## config.mk

```make
export PLATFORM = sky130hd
export DESIGN_NAME = fetch_sequencer
export DESIGN_NICKNAME = d
export VERILOG_FILES = /design/src/rtl/fetch_sequencer.sv
export SDC_FILE = /design/constraint.sdc
export NUM_CORES = 1
export LEC_CHECK = 0
export BUFFER_PORTS_ARGS = -buffer_cell sky130_fd_sc_hd__buf_2
export CELL_PAD_IN_SITES_DETAIL_PLACEMENT = 0
export CELL_PAD_IN_SITES_GLOBAL_PLACEMENT = 1
export CORE_UTILIZATION = 40
export CTS_CLUSTER_DIAMETER = 40
export DETAILED_ROUTE_END_ITERATION = 16
export PLACE_DENSITY = 0.83
export RECOVER_POWER = 25
export SYNTH_ARGS = -nofsm -noshare
export SYNTH_HDL_FRONTEND = slang
export SYNTH_SLANG_ARGS = --single-unit
export TNS_END_PERCENT = 5
```

## constraint.sdc

```tcl
create_clock -name clock -period 2.9 [get_ports clock]
set_input_delay 0.58 -clock clock [delete_from_list [all_inputs] [get_ports clock]]
set_output_delay 0.58 -clock clock [all_outputs]
set_load 0.1 [all_outputs]
```

## src/rtl/fetch_sequencer.sv

```systemverilog
// Instruction fetch sequencer: reads a big-endian 16-bit instruction as two byte
// reads, loads the instruction register and advances the PC; times out on a stalled memory.
module fetch_sequencer #(
    parameter int ADDR_W   = 16,
    parameter int WAIT_MAX = 15
) (
    input  logic              clock,
    input  logic              n_reset,
    input  logic              fetch_start,
    input  logic              flush,
    input  logic [ADDR_W-1:0] pc_in,
    output logic [ADDR_W-1:0] mem_addr,
    output logic              mem_rd,
    input  logic [7:0]        mem_data,
    input  logic              mem_ready,
    output logic [15:0]       ir_data,
    output logic              ir_load_H,
    output logic              ir_load_L,
    output logic              pc_increase,
    output logic              fetch_done,
    output logic              busy,
    output logic              err
);

    typedef enum logic [2:0] {
        IDLE,
        RD_H,
        RD_L,
        DONE,
        ERR
    } state_e;

    localparam logic [7:0] WAIT_LAST = 8'(WAIT_MAX - 1);

    state_e            state_q, state_d;
    logic [ADDR_W-1:0] addr_q, addr_d;
    logic [ADDR_W-1:0] lastAddr_q, lastAddr_d;
    logic [7:0]        hi_q, hi_d;
    logic [7:0]        lo_q, lo_d;
    logic [7:0]        wait_q, wait_d;
    logic              err_q, err_d;
    logic              timeout;
    logic [ADDR_W-1:0] readAddr;

    // This cycle is the WAIT_MAX-th consecutive not-ready cycle of the current byte read.
    assign timeout = !mem_ready && (wait_q == WAIT_LAST);

    always_ff @(posedge clock or negedge n_reset) begin
        if (!n_reset) begin
            state_q <= IDLE;
        end else begin
            state_q <= state_d;
        end
    end

    always_comb begin
        state_d = state_q;
        if (flush) begin
            state_d = IDLE;
        end else begin
            case (state_q)
                IDLE: if (fetch_start) state_d = RD_H;
                RD_H: begin
                    if (mem_ready)    state_d = RD_L;
                    else if (timeout) state_d = ERR;
                end
                RD_L: begin
                    if (mem_ready)    state_d = DONE;
                    else if (timeout) state_d = ERR;
                end
                DONE:    state_d = IDLE;
                ERR:     state_d = ERR;
                default: state_d = IDLE;
            endcase
        end
    end

    always_comb begin
        mem_rd      = 1'b0;
        busy        = 1'b0;
        readAddr    = addr_q;
        ir_load_H   = 1'b0;
        ir_load_L   = 1'b0;
        pc_increase = 1'b0;
        fetch_done  = 1'b0;
        case (state_q)
            RD_H: begin
                mem_rd = 1'b1;
                busy   = 1'b1;
            end
            RD_L: begin
                mem_rd   = 1'b1;
                busy     = 1'b1;
                readAddr = addr_q + ADDR_W'(1);
            end
            DONE: begin
                busy        = 1'b1;
                ir_load_H   = !flush;
                ir_load_L   = !flush;
                pc_increase = !flush;
                fetch_done  = !flush;
            end
            default: ;
        endcase
    end

    // The address bus keeps showing the last read address while no read is active.
    assign mem_addr = mem_rd ? readAddr : lastAddr_q;
    assign ir_data  = {hi_q, lo_q};
    assign err      = err_q;

    always_comb begin
        addr_d     = addr_q;
        hi_d       = hi_q;
        lo_d       = lo_q;
        wait_d     = wait_q;
        err_d      = err_q;
        lastAddr_d = mem_addr;
        if (flush) begin
            err_d = 1'b0;
        end else begin
            case (state_q)
                IDLE: begin
                    if (fetch_start) begin
                        addr_d = pc_in;
                        wait_d = 8'd0;
                    end
                end
                RD_H: begin
                    if (mem_ready) begin
                        hi_d   = mem_data;
                        wait_d = 8'd0;
                    end else begin
                        wait_d = wait_q + 8'd1;
                        if (timeout) err_d = 1'b1;
                    end
                end
                RD_L: begin
                    if (mem_ready) begin
                        lo_d = mem_data;
                    end else begin
                        wait_d = wait_q + 8'd1;
                        if (timeout) err_d = 1'b1;
                    end
                end
                default: ;
            endcase
        end
    end

    always_ff @(posedge clock or negedge n_reset) begin
        if (!n_reset) begin
            addr_q     <= '0;
            lastAddr_q <= '0;
            hi_q       <= 8'd0;
            lo_q       <= 8'd0;
            wait_q     <= 8'd0;
            err_q      <= 1'b0;
        end else begin
            addr_q     <= addr_d;
            lastAddr_q <= lastAddr_d;
            hi_q       <= hi_d;
            lo_q       <= lo_d;
            wait_q     <= wait_d;
            err_q      <= err_d;
        end
    end

endmodule
```

==> results.ini, run 1 <==
[outcome]
status=finished, final reports clean

[pwr]
leakage_uw=0.00169
switching_share_pct=51.3
ir_drop_mv=0.700
switchingPower_uw=2160
powerDensity_nw_per_um2=1100
seqPwrFrac_pct=29.0
pwr-share-clk_pct=18.1
p_comb_share_pct=53.0
intPower_uw=2050

[synthesis]
syn-num-nets=298
post-synth-top-area-cell=dfrtp_1
synth.top_cell.area_share_pct=51.4
yosysWarnings=0
synth_seq_cells=60
synth.distinct_cells=46
yosysMostFrequentCell=dfrtp_1
synthesis.area_um2=2920
avgSynthCellArea_um2=11.0
yosysSeqAreaShare_pct=51.4
synthTopCellsByCount=dfrtp_1 (60), mux2_2 (32), nand2_1 (28), o21ai_0 (16), nor2_1 (10)
ys_async_sr_fraction_pct=100
synth-edff-count=0
synthFlopType=dfrtp_1
yosys-top-cells-area=dfrtp_1 (51%), mux2_2 (12%), nand2_1 (3.6%), o21ai_0 (2.7%), xnor2_1 (2.4%)
postSynthCellCount=266

[detailed_routing]
viasPerCell=5.12
wl_mm=6.60
vias=2256
drc_errors=0
drt_pass1_iterations=4
wire_per_inst_um=15.0
antenna_left=0
drtIter0Drc=160

[timing]
max_slew_margin_pct=1.83
worst_pin_slew_ns=1.47
tns_ns=0
fmax_ghz=0.345
rsz0062_at_grt=yes
skew_ns=0.0108
min_period_ns=2.90
report.final.slew_viol_count=0
hold_viol=0
period_share_pct=99.9
setup_viol=0

[finish]
final.fill_count=635
finalNetCount=372
syn2layout_area_growth_pct=31.5
drive_gt1_share_pct=42.6
diodes=0
ff_latch_area_um2=1510
multi_input_area_um2=1400
finalNonFillerCells=441

[min_path]
hold_class=input pin to register

[placed_design]
dpl.cell_count=424
gp_congestion=0.836
portBuffers=67
place_hpwl_mm=4.79

[clock_tree]
clock_path_buffers=2
htree_num_levels=3
cts_root_buffer=clkbuf_8
clk_pin_slew_ns=0.07
numCtsBuffers=9
cts_tree=built
insertion_delay_ns=0.34
clock-sinks=60

[critical_path]
r2r_setup_slack_ns=0.81
crit_type=register to output port
cp_max_fo=7
cp-end-kind=output port
cpMaxStageDelayCell=or4_4
slowest_delay_ns=0.51
r2r-start=state_q[2]$_DFFE_PN0P_
startpoint=state_q[0]$_DFFE_PN0P_
endpoint=mem_addr[10]
r2r-end=hi_q[7]$_DFFE_PN0P_
arrival_ns=2.32
critPathLaunchType=register
crit_required_ns=2.32
path_cells=nand4bb_4 -> or4_4 -> and3_1 -> or3_4 -> buf_12
r2r_cells=4

[job]
drv_cap=0

[global_routing]
grt_max_degree=61
antenna_found_initial=0
track_usage_pct=19.6
grt_pass1_vias=2163
grt_pass1_wl_mm=11.1
overflow=0

[die]
die_height_um=87.5
die_area_um2=7650
core_area_um2=6910
io_pins=68
dieWidth_um=87.5
start_util_pct=42.3
rows=30

## placed cells by master, fill, tap and decap left out, types with 4 or more instances in the layout
| cell type | Yosys | routed |
|---|---|---|
| a21oi_1 | 7 | 7 |
| buf_12 | 0 | 12 |
| buf_2 | 4 | 54 |
| buf_4 | 3 | 9 |
| clkbuf_8 | 0 | 9 |
| dfrtp_1 | 60 | 54 |
| dfrtp_2 | 0 | 6 |
| inv_1 | 6 | 5 |
| mux2_2 | 32 | 32 |
| mux2i_1 | 4 | 4 |
| nand2_1 | 28 | 28 |
| nand3_1 | 9 | 9 |
| nand4_1 | 8 | 8 |
| nor2_1 | 10 | 10 |
| nor2b_1 | 4 | 4 |
| nor3_1 | 5 | 5 |
| nor3b_1 | 4 | 4 |
| nor4_1 | 6 | 6 |
| o21ai_0 | 16 | 8 |
| o21ai_1 | 1 | 9 |
| xnor2_1 | 8 | 7 |
| xor2_1 | 4 | 4 |
## layout make-up
type / count / area share (%)
flip-flops and latches: 60 / 39.3
multi-input cells: 186 / 36.5
repair buffers: 77 / 15.4
clock buffers: 9 / 3.22
well taps: 96 / 3.13
clock inverters: 7 / 1.95
inverters: 6 / 0.586
## power groups by stage
stage          Clock (µW)  Sequential (µW)  Combinational [µW]
5_1_grt               821             1250                2320
6_report              762             1220                2230
4_1_cts               783             1220                2250
3_3_place_gp            0             1220                2180
3_5_place_dp            0             1230                2200
2_1_floorplan           0             1740                1120
## through the flow
stage / power, µW / instance area [µm²] / hold slack [ns] / worst slack, ns / utilization, %
after CTS: 4250 / 3830 / 0.413 / -0.0204 / 55.5
after detailed placement: 3430 / 3570 / 0.471 / 0.182 / 51.7
after floorplan: 2870 / 2950 / 0.284 / -0.397 / -
after global routing: 4400 / 3840 / 0.458 / -0.0744 / 55.6
final: 4220 / 3840 / 0.470 / 0.00325 / 55.6
after global placement: 3400 / 3570 / 0.465 / 0.232 / 51.7
## repair_timing
| action | CTS | global route |
|---|---|---|
| hold buffers | 0 | 0 |
| pin swaps | 0 | 1 |
| gates resized for setup | 13 | 6 |
| endpoints found under the setup margin | 4 | 6 |
| setup buffers | 1 | 0 |
## cell families after synthesis
family | after synthesis | synth area share (%)
simple gates | 98 | 19.4
flops | 60 | 51.4
compound gates | 37 | 7.45
mux | 36 | 13.7
buf+inv | 20 | 3.13
xor+xnor | 12 | 3.60
fa+ha+maj | 3 | 1.28
## sequential cells by signal, indices dropped and copies added (netlist names)
register / count
hi_q: 8
addr_q: 16
wait_q: 8
err: 1
state_q: 3
lastAddr_q: 16
lo_q: 8
## routing by layer
metal,vias up,GRT usage [%],wire length (µm)
met3,9,3.13,256
li1,1108,-,-
met2,47,29.0,3080
met1,1092,28.1,3130
met5,-,0,0
met4,0,8.94,133
## worst min-delay path by stage
stage                                  start  depth (start not counted)  slack, ns                        to
floorplan                            n_reset                          0       0.28     addr_q[0]$_DFFE_PN0P_
global placement    lastAddr_q[13]$_DFF_PN0_                          2       0.47  lastAddr_q[13]$_DFF_PN0_
detailed placement  lastAddr_q[13]$_DFF_PN0_                          2       0.47  lastAddr_q[13]$_DFF_PN0_
CTS                                  n_reset                          2       0.41     wait_q[2]$_DFFE_PN0P_
global route                        pc_in[6]                          2       0.46     addr_q[6]$_DFFE_PN0P_
finish                              pc_in[5]                          2       0.47     addr_q[5]$_DFFE_PN0P_
## critical path, delay by kind of cell (launching register included)
family | cells | cell delay [ns]
buffers and inverters | 1 | 0.18
flip-flops | 1 | 0.44
AND/OR/NAND/NOR | 4 | 1.36
(Power assumes the default switching activity.)
==> run 2, diff against run 1 <==
- clock period: 2.9 -> 3.4 ns (I/O delays scaled with it)
==> run 2 against run 1 <==
Net effect:
- the flow now finishes with violations (capacitance limit, slew limit)
- critical path type unchanged
- wire length shrank 3.3%
- non-clock buffer count down 5
- highest routed layer unchanged
- register-to-register slack improved by 0.33 ns
- die area did not move
- clock power decreased by 2%
- final cell count down 1.1%
- power is 14% lower
- via count increased by 0.22%
==> results.ini, run 2 (synthesized netlist as in run 1, its figures left out) <==
[die]
dieWidth_um=87.5  ; unchanged
die_height_um=87.5  ; unchanged
start_util_pct=42.3  ; unchanged
io_pins=68  ; unchanged
core_area_um2=6910  ; unchanged
rows=30  ; unchanged
die_area_um2=7650  ; unchanged

[global_routing]
grt_max_degree=48  ; -21%
overflow=0  ; unchanged
grt_pass1_vias=2125  ; -1.8%
antenna_found_initial=0  ; unchanged
track_usage_pct=18.8  ; -0.75 points
grt_pass1_wl_mm=10.5  ; -5.6%

[pwr]
seqPwrFrac_pct=29.1  ; about the same
ir_drop_mv=0.565  ; -19%
switching_share_pct=50.0  ; -1.3 points
intPower_uw=1810  ; -12%
powerDensity_nw_per_um2=967  ; -12%
switchingPower_uw=1810  ; -16%
pwr-share-clk_pct=20.6  ; +2.5 points
p_comb_share_pct=50.3  ; -2.7 points
leakage_uw=0.00166  ; -1.4%

[critical_path]
path_cells=nand4bb_4 -> or4_1 -> and3_1 -> or3_1 -> buf_2
crit_required_ns=2.72  ; +0.40 ns
cp-end-kind=output port
critPathLaunchType=register
cp_max_fo=18  ; +11
slowest_delay_ns=0.51  ; about the same
arrival_ns=2.52  ; +0.20 ns
crit_type=register to output port
cpMaxStageDelayCell=dfrtp_2

[clock_tree]
cts_tree=built
clock_path_buffers=2  ; unchanged
clk_pin_slew_ns=0.07  ; about the same
cts_root_buffer=clkbuf_8
post_cts_buffers=0  ; -1
insertion_delay_ns=0.34  ; about the same
numCtsBuffers=9  ; unchanged
htree_num_levels=3  ; unchanged
clock-sinks=60  ; unchanged

[detailed_routing]
drt_pass1_iterations=4  ; unchanged
antenna_left=0  ; unchanged
drtIter0Drc=85  ; -47%
wl_mm=6.38  ; -3.3%
drc_errors=0  ; unchanged
viasPerCell=5.19  ; +1.4%
wire_per_inst_um=14.6  ; -2.2%
vias=2261  ; +0.22%

[timing]
hold_viol=0  ; unchanged
report.final.slew_viol_count=48  ; +48
skew_ns=0.0104  ; -0.000437 ns
max_slew_margin_pct=-62.8  ; -65 points
setup_ws_ns=0.200  ; +0.197 ns
rsz0062_at_grt=no
worst_pin_slew_ns=2.44  ; +0.969 ns
period_share_pct=94.1
min_period_ns=3.20
setup_viol=0  ; unchanged
fmax_ghz=0.313

[finish]
mostFrequentLayoutCell=dfrtp_1
finalNetCount=367  ; -1.3%
diodes=0  ; unchanged
syn2layout_area_growth_pct=28.0
final_cell_mix=dfrtp_1 (58), buf_2 (56), mux2_2 (32)
fin_area_um2=3740  ; -2.7%
final.fill_count=645  ; +1.6%
top_regs=addr_q x16, lastAddr_q x16
drive_gt1_share_pct=37.9  ; -4.7 points

[placed_design]
portBuffers=67  ; unchanged
place_area_um2=3500  ; -1.9%
preCtsSetupSlack_ns=0.450  ; +0.267 ns
gp_congestion=0.860  ; +2.8%
place_hpwl_mm=4.71  ; -1.7%

[outcome]
status=complete, but fails checks
violations=capacitance limit, slew limit

[min_path]
hold_class=register to register

[job]
drv_cap=1  ; +1

-- run 2: cell types whose count changed in the layout (fill, tap and decap cells not counted), sizes merged --
cell,previous run,this run
bufinv,1,2
inv,8,6
clkbuf,11,12
buf,75,71
clkinvlp,3,2
-- run 2: power groups by stage --
stage	Sequential [µW]	Combinational (µW)	Clock, µW
6_report	1050	1820	743
5_1_grt	1080	1890	798
4_1_cts	1050	1830	762
3_5_place_dp	1060	1830	0
3_3_place_gp	1050	1820	0
2_1_floorplan	1490	946	0
-- run 2: worst paths after layout --
check | start | endpoint | slack, ns | cells past startpoint
setup / recovery | state_q[0]$_DFFE_PN0P_ | mem_addr[10] | 0.20 | 5
hold / removal | lastAddr_q[13]$_DFF_PN0_ | lastAddr_q[13]$_DFF_PN0_ | 0.48 | 2
setup reg to reg | state_q[2]$_DFFE_PN0P_ | addr_q[3]$_DFFE_PN0P_ | 1.14 | 4
hold reg to reg | lastAddr_q[13]$_DFF_PN0_ | lastAddr_q[13]$_DFF_PN0_ | 0.48 | 2
max in group asynchronous | n_reset | state_q[0]$_DFFE_PN0P_ | 0.75 | 1
min in group asynchronous | n_reset | wait_q[5]$_DFFE_PN0P_ | 1.08 | 1
-- run 2: metal layers --
layer | up-vias | global-route usage, % | wire length (µm)
met5 | - | 0 | 0
li1 | 1095 | - | -
met4 | 0 | 9.39 | 123
met3 | 11 | 5.40 | 230
met1 | 1111 | 25.2 | 3090
met2 | 44 | 27.8 | 2940
-- run 2: what timing repair did --
action                                  CTS  global route
resized for setup                         0             2
hold buffers                              0             0
endpoints found under the setup margin    0             2
-- run 2: through the flow --
stage	setup TNS [ns]	utilization, %	hold WS, ns	instances	total power (µW)
after global routing	0	54.1	0.514	436	3760
after detailed placement	0	50.7	0.462	420	2890
final	0	54.1	0.476	436	3610
after global placement	0	50.7	0.469	420	2870
after floorplan	-7.76	-	0.384	266	2430
after CTS	0	54.1	0.480	436	3640
-- run 2: area by class of cell --
cell class / instances / area (µm²) / share of cell area (%)
flip-flops and latches: 60 / 1500 / 40.2
clock buffers: 11 / 151 / 4.05
inverters: 6 / 22.5 / 0.602
well taps: 96 / 120 / 3.21
clock inverters: 5 / 83.8 / 2.24
repair buffers: 72 / 522 / 14.0
multi-input cells: 186 / 1340 / 35.7
-- run 2: critical path, delay by kind of cell, from the launching register on --
kind / cells / cell delay [ns]
and+or+nand+nor: 4 / 1.36
DFF: 1 / 0.51
buffers and inverters: 1 / 0.30
==> run 3, diff against run 2 <==
- CORE_UTILIZATION: 40 -> 45
- PLACE_DENSITY: 0.83 -> 0.91
==> run 3 against run 2 <==
Net effect:
- the run now ends clean
- die area shrank 11%
- critical path depth is the same
- power shrank 4.8%
- setup slack lost 0.030 ns
- wire length shrank 3.5%
==> results.ini, run 3 (synthesized netlist as in run 1, its figures left out) <==
[clock_tree]
insertion_delay_ns=0.35  ; about the same
clock_path_buffers=2  ; unchanged
cts_root_buffer=clkbuf_8
cts_tree=built
clk_pin_slew_ns=0.07  ; about the same
htree_num_levels=3  ; unchanged
cts_hold_repair.buffers=0  ; unchanged
clock-sinks=60  ; unchanged
numCtsBuffers=9  ; unchanged

[timing]
period_share_pct=95.0  ; +0.88 points
rsz0062_at_grt=no
max_slew_margin_pct=27.8  ; +91 points
worst_pin_slew_ns=1.08  ; -1.36 ns
setup_viol=0  ; unchanged
min_period_ns=3.23  ; +0.0301 ns
fmax_ghz=0.310  ; -0.93%
skew_ns=0.00946  ; -0.000914 ns
hold_viol=0  ; unchanged
hold_slack_ns=0.489  ; +0.0131 ns
report.final.slew_viol_count=0  ; -100%

[finish]
final.fill_count=531  ; -18%
syn2layout_area_growth_pct=25.2
diodes=0  ; unchanged
top_regs=addr_q x16, lastAddr_q x16
finalNonFillerCells=415  ; -4.8%
finalNetCount=367  ; unchanged
mostFrequentLayoutCell=dfrtp_1
drive_gt1_share_pct=37.9  ; unchanged
final_cell_mix=dfrtp_1 (59), buf_2 (55), mux2_2 (32)

[critical_path]
critPathBufInv=1  ; unchanged
crit_type=register to output port
critPathLaunchType=register
cpMaxStageDelayCell=or4_1
path_cells=nand4bb_4 -> or4_1 -> and3_1 -> or3_1 -> buf_2
slowest_delay_ns=0.52  ; about the same
arrival_ns=2.55  ; +0.03 ns
critical_path.top_delay_family=simple AND/OR/NAND/NOR gates
crit_required_ns=2.72  ; about the same
cp_max_fo=18  ; unchanged
cp-end-kind=output port

[job]
drv_cap=0  ; -1

[global_routing]
grt_pass1_vias=2007  ; -5.6%
overflow=0  ; unchanged
antenna_found_initial=0  ; unchanged
grt_pass1_wl_mm=9.85  ; -6.2%
grt_max_degree=52  ; +8.3%
track_usage_pct=20.1  ; +1.3 points

[detailed_routing]
drc_errors=0  ; unchanged
viasPerCell=5.35  ; +3.2%
wl_mm=6.16  ; -3.5%
antenna_left=0  ; unchanged
drt_pass1_iterations=4  ; unchanged
vias=2222  ; -1.7%
drtIter0Drc=128  ; +51%
wire_per_inst_um=14.8  ; +1.4%

[placed_design]
place_hpwl_mm=4.47  ; -5.1%
gp_congestion=0.838  ; -2.5%
portBuffers=67  ; unchanged
dpl.cell_count=399  ; -5.0%

[pwr]
ir_drop_mv=0.638  ; +13%
powerDensity_nw_per_um2=940  ; -2.7%
leakage_uw=0.00165  ; -1.0%

[die]
start_util_pct=47.9  ; +5.6 points
die_height_um=82.6  ; -5.6%
core_area_um2=6100  ; -12%
dieWidth_um=82.6  ; -5.6%
io_pins=68  ; unchanged
rows=28  ; -6.7%
die_area_um2=6820  ; -11%

[outcome]
status=finished, final reports clean

[min_path]
hold_class=register to register

==> run 3: repair_timing <==
action	CTS	global route
gates resized for setup	0	3
setup endpoints to repair	0	3
setup buffers	0	0
==> run 3: worst min-delay path, cell delays in order (launching register included) <==
cell and delay (ns):
dfrtp_1 0.32, nand2_1 0.05, nand3_1 0.08
==> run 3: per-stage QoR <==
step / setup TNS [ns] / instance area [µm²] / total power, µW / utilization [%] / worst slack [ns]
after floorplan: -7.76 / 2930 / 2430 / - / -0.622
after global placement: 0 / 3480 / 2860 / 57.0 / 0.490
after detailed placement: 0 / 3480 / 2890 / 57.0 / 0.464
after CTS: 0 / 3650 / 3470 / 59.9 / 0.0779
after global routing: 0 / 3660 / 3600 / 60.0 / 0.00579
final: 0 / 3660 / 3440 / 60.0 / 0.170
==> run 3: path summary, 6_finish.rpt <==
kind                       cells after the start                    start                 endpoint  slack (ns)
max                                            5   state_q[0]$_DFFE_PN0P_             mem_addr[10]        0.17
min                                            2  lastAddr_q[8]$_DFF_PN0_  lastAddr_q[8]$_DFF_PN0_        0.49
max reg2reg                                    4   state_q[2]$_DFFE_PN0P_    addr_q[5]$_DFFE_PN0P_        1.21
min reg2reg                                    2  lastAddr_q[8]$_DFF_PN0_  lastAddr_q[8]$_DFF_PN0_        0.49
max in group asynchronous                      2                  n_reset   addr_q[15]$_DFFE_PN0P_        2.09
min in group asynchronous                      1                  n_reset      lo_q[3]$_DFFE_PN0P_        0.53
==> run 3: area by class of cell <==
type / instances / area, µm² / share of cell area, %
Clock buffer: 9 / 124 / 3.39
Inverter: 6 / 22.5 / 0.616
Sequential cell: 60 / 1500 / 41.1
Clock inverter: 7 / 52.6 / 1.44
Multi-Input combinational cell: 186 / 1340 / 36.5
Tap cell: 75 / 93.8 / 2.56
Timing Repair Buffer: 72 / 528 / 14.4
==> run 3: power breakdown <==
group          switching [µW]  internal [µW]  leakage, µW  total (µW)
clock                     300            267    0.0000896         567
combinational            1380            450     0.000811        1830
sequential                141            906     0.000747        1050
total                    1820           1620      0.00165        3440
==> run 3: layer usage <==
layer	track usage, %	share of wire [%]
met2	29.1	45
met4	7.76	1.4
met1	27.5	49
met5	0	0
met3	7.14	4.2
